### src/rtl/bf_loop_stack.sv
// bf_loop_stack: loop return-address stack plus forward-skip nesting counter; BF_LOOP_ERR_CLR_EN adds err_clr
module bf_loop_stack #(
    parameter int ADDR_W = 8,
    parameter int DEPTH  = 16,
    parameter int CNT_W  = 8
) (
    input  logic                       clock,
    input  logic                       reset,
    input  logic                       push,
    input  logic                       pop,
    input  logic [ADDR_W-1:0]          push_addr,
    output logic [ADDR_W-1:0]          top_addr,
    output logic [$clog2(DEPTH+1)-1:0] depth,
    output logic                       empty,
    output logic                       full,
    input  logic                       skip_start,
    input  logic                       skip_open,
    input  logic                       skip_close,
    output logic                       skipping,
    output logic                       skip_done,
    output logic                       ovf,
`ifdef BF_LOOP_ERR_CLR_EN
    output logic                       unf,
    input  logic                       err_clr
`else
    output logic                       unf
`endif
);
    localparam int DW = $clog2(DEPTH + 1);
    localparam int AW = $clog2(DEPTH);
    localparam logic IDLE = 1'b0;
    localparam logic SKIP = 1'b1;
    logic [ADDR_W-1:0] mem [DEPTH];
    logic [CNT_W-1:0] nest;
    logic state;
    logic [AW-1:0] top_idx;
    logic replace, grow, wr_en;
    logic [AW-1:0] wr_idx;
    assign empty    = depth == '0;
    assign full     = depth == DW'(DEPTH);
    assign skipping = state == SKIP;
    assign top_idx  = AW'(depth - DW'(1));
    assign top_addr = empty ? '0 : mem[top_idx];
    always_comb begin
        replace = !skipping && push && pop && !empty;
        grow    = !skipping && push && !replace && !full;
        wr_en   = replace || grow;
        wr_idx  = replace ? top_idx : AW'(depth);
    end
    always_ff @(posedge clock)
        if (!reset && wr_en)
            mem[wr_idx] <= push_addr;
    always_ff @(posedge clock) begin
        if (reset) begin
            depth     <= '0;
            state     <= IDLE;
            nest      <= '0;
            skip_done <= 1'b0;
            ovf       <= 1'b0;
            unf       <= 1'b0;
        end else begin
            skip_done <= 1'b0;
            if (state == IDLE) begin
                if (grow)
                    depth <= depth + DW'(1);
                else if (push && !replace)
                    ovf <= 1'b1;
                else if (pop && !push && !empty)
                    depth <= depth - DW'(1);
                else if (pop && !push)
                    unf <= 1'b1;
                if (skip_start) begin
                    state <= SKIP;
                    nest  <= CNT_W'(1);
                end
            end else if (skip_open && !skip_close) begin
                if (&nest)
                    ovf <= 1'b1;
                else
                    nest <= nest + CNT_W'(1);
            end else if (skip_close && !skip_open) begin
                nest <= nest - CNT_W'(1);
                if (nest == CNT_W'(1)) begin
                    state     <= IDLE;
                    skip_done <= 1'b1;
                end
            end
`ifdef BF_LOOP_ERR_CLR_EN
            if (err_clr) begin
                ovf <= 1'b0;
                unf <= 1'b0;
            end
`endif
        end
    end
endmodule

### config.mk
export PLATFORM = sky130hd
export DESIGN_NAME = bf_loop_stack
export DESIGN_NICKNAME = d
export VERILOG_FILES = /design/src/rtl/bf_loop_stack.sv
export SDC_FILE = /design/constraint.sdc
export NUM_CORES = 1
export LEC_CHECK = 0
export CAP_MARGIN = 20
export CORE_AREA = 2 2 128 130
export DETAILED_ROUTE_END_ITERATION = 6
export DIE_AREA = 0 0 130 132
export PLACE_DENSITY = 0.64
export SLEW_MARGIN = 20
export SYNTH_ARGS = -nofsm -noshare
export SYNTH_HDL_FRONTEND = slang
export SYNTH_SLANG_ARGS = --single-unit
### constraint.sdc
create_clock -name clock -period 4.1 [get_ports clock]
set_clock_uncertainty 0.15 [all_clocks]
set_input_delay 0.41 -clock clock [delete_from_list [all_inputs] [get_ports clock]]
set_output_delay 0.41 -clock clock [all_outputs]
set_load 0.01 [all_outputs]
==> impl_metrics.yaml <==
place:
  finalWeightedCongestion: 0.839
  numPortBuffers: 33
  placed_cell_area_mm2: 0.00704
  pre_cts_ws_ns: 0.755
  dp.cells: 641
  hpwlAfterDp_um: 8490
grt:
  grt_max_degree: 39
  antenna_found_initial: 0
  grt_pass1_vias: 3669
  grt_overflow: 0
  grt_usage: 0.164
  grt_pass1_wl_um: 21000
clock_network:
  clockRootBuffer: "clkbuf_16"
  numClockSinks: 145
  cts_hold_buf: 0
  clkTransAtPathRegs_ns: 0.06
  clk_latency_ns: 0.41
  htreeDepth: 4
  numCtsBuffers: 17
  tritoncts: "done"
  cts_setup_buffers: 0
  ctsLongestPathBuffers: 2
  cts_resized: 0
critical_path:
  reg2reg_from: "depth[0]"
  rrSetupSlack_ns: 0.91
  start_kind: "flop"
  crit_type: "flop to output port"
  ff2ff_path_depth: 8
  crit_fanout: 16
  timing.rr.end: "mem[9][5]"
  critPathCaptureType: "output port"
  arrival_ns: 3.19
  cp.required_ns: 3.54
die:
  dieArea_mm2: 0.0172
  row_count: 46
  start_util: 0.406
  die_h_um: 132
  core_region_area_mm2: 0.0157
  die_w_um: 130
  pin_count: 34
route:
  vias: 3675
  routedWlPerCell_um: 19.5
  ant_nets: 0
  drt_pass1_iterations: 4
  viasPerCell: 5.46
  drc_errors: 0
  dr.first_iter.drc_count: 337
  route.final.wire_length_um: 13100
synthesis:
  netlist_area_mm2: 0.00637
  synth_seq_area_share: 0.656
  synth_edf_count: 128
  ys_ff_latch: 145
  avgSynthCellArea_um2: 16.2
  yosysWarnings: 0
  netlist_instances: 394
  synth_flop_cell: "edfxtp_1"
  synth_cell_types: 56
  async_reset_ff_frac: 0
  syn_nets: 414
layout:
  finalNetCount: 464
  diodes: 0
  syn_to_final_growth_pct: 19.0
  fillers: 1321
  multi_input_area_mm2: 0.00203
  design_area_mm2: 0.00759
  layout_commonest_cell: "edfxtp_1"
  fin_cells: 673
  drive_gt1_frac: 0.201
  seqCellArea_mm2: 0.00419
  final_cell_mix: "edfxtp_1 (128), clkdlybuf4s50_1 (33), mux4_2 (32), mux2i_1 (22), buf_4 (21)"
job:
  maxCapViolations: 0
power_and_ir_drop:
  powerDensity_mw_per_mm2: 509
  p_sw_frac: 0.277
  p_sw_uw: 1070
  ir_worst_vdd_uv: 306
  seqPwrFrac: 0.434
  leakagePower_uw: 0.00248
  p_comb_frac: 0.199
  p_int_uw: 2790
  total_power_uw: 3860
  p_clk_frac: 0.367
sta:
  max_slew_margin: 0.546
  fin_ws_ns: 0.349
  rsz0062_at_grt: "no"
  final.setup.tns_ns: 0
  setup_viol: 0
  period_needed_ns: 3.75
  worstMarginPinSlew_ns: 0.679
  fmax_ghz: 0.267
  period_share: 0.915
  report.final.slew_viol_count: 0
  hold_violations: 0
worst_hold_path:
  min_path_cells: 2
  holdCritPathClass: "flop to flop"
  worstHoldEndpoint: "unf"
  min_from: "unf"
outcome:
  outcome: "completed"
==> critical path, stage by stage (launching register included) <==
cell and delay (ns):
dfxtp_2 0.54, inv_1 0.17, ha_1 0.35, or4b_1 0.44, nand2_1 0.28, o22ai_1 0.38
clkdlybuf4s50_1 0.61
==> cell type report <==
cell class / count / share of cell area
flip-flops and latches: 145 / 0.552
multi-input cells: 216 / 0.267
repair buffers: 55 / 0.0670
clock buffers: 18 / 0.0566
well taps: 216 / 0.0356
clock inverters: 14 / 0.0157
inverters: 9 / 0.00610
==> flip-flops by register name, indices dropped and copies added, names as in the netlist <==
| register | flops |
|---|---|
| unf | 1 |
| depth | 5 |
| ovf | 1 |
| skip_done | 1 |
| skipping | 1 |
| nest | 8 |
| mem | 128 |
==> stage by stage <==
stage | utilization | hold WS (ns)
final | 0.483 | 0.321
after global routing | 0.483 | 0.350
after CTS | 0.483 | 0.326
after detailed placement | 0.448 | 0.310
after global placement | 0.448 | 0.298
after floorplan | - | 0.307
==> per-layer routing <==
layer  track usage  part of all wire  up-vias
met1         0.222              0.43     1858
met2         0.262              0.50       84
met5             0                 0        -
met4        0.0568             0.014        0
li1              -                 -     1717
met3        0.0353             0.053       16
==> power by group through the flow <==
| stage | clock [uW] | combinational [uW] | sequential (uW) |
|---|---|---|---|
| after floorplan | 0 | 517 | 1690 |
| after global placement | 0 | 768 | 1710 |
| after detailed placement | 0 | 776 | 1710 |
| after CTS | 1450 | 779 | 1680 |
| after global routing | 1510 | 829 | 1680 |
| final | 1420 | 769 | 1680 |
==> worst max path at each step <==
stage                        start          end  slack, ns
after floorplan           depth[0]    mem[1][0]       0.83
after global placement    depth[0]  top_addr[2]       0.81
after detailed placement  depth[0]  top_addr[2]       0.75
after CTS                 depth[0]  top_addr[2]       0.31
after global routing      depth[0]  top_addr[2]       0.17
final                     depth[0]  top_addr[2]       0.35
==> logic make-up after synthesis <==
group	count (synthesis)	share of synthesized area
adders and majority gates	5	0.00982
and+or+nand+nor	100	0.0972
buffers and inverters	33	0.0253
DFF	145	0.656
muxes	54	0.148
xor gates and xnor gates	5	0.00687
AOI/OAI and AO/OA	52	0.0567
==> Yosys cell counts, types with 3 or more instances <==
library cell / n / area share
and2_1: 4 / 0.0039
and4_1: 3 / 0.0041
nand3_1: 8 / 0.0063
a21oi_1: 16 / 0.013
ha_1: 5 / 0.0098
or3_1: 7 / 0.0069
inv_1: 8 / 0.0047
nand4b_1: 3 / 0.0041
nor2_1: 11 / 0.0065
mux2i_1: 22 / 0.035
buf_2: 8 / 0.0063
mux4_2: 32 / 0.11
a22oi_1: 5 / 0.0059
nand2_1: 7 / 0.0041
or4b_1: 3 / 0.0047
a31oi_1: 5 / 0.0049
nor3b_1: 3 / 0.0035
o211ai_1: 4 / 0.0047
nand3b_1: 3 / 0.0035
nor3_1: 15 / 0.012
xor2_1: 3 / 0.0041
dfxtp_1: 17 / 0.053
nor4_1: 5 / 0.0049
clkbuf_1: 12 / 0.0071
o22ai_1: 8 / 0.0079
nor2b_1: 6 / 0.0059
nand4_1: 7 / 0.0069
edfxtp_1: 128 / 0.60
No activity file was read; power rests on OpenSTA's default activity.
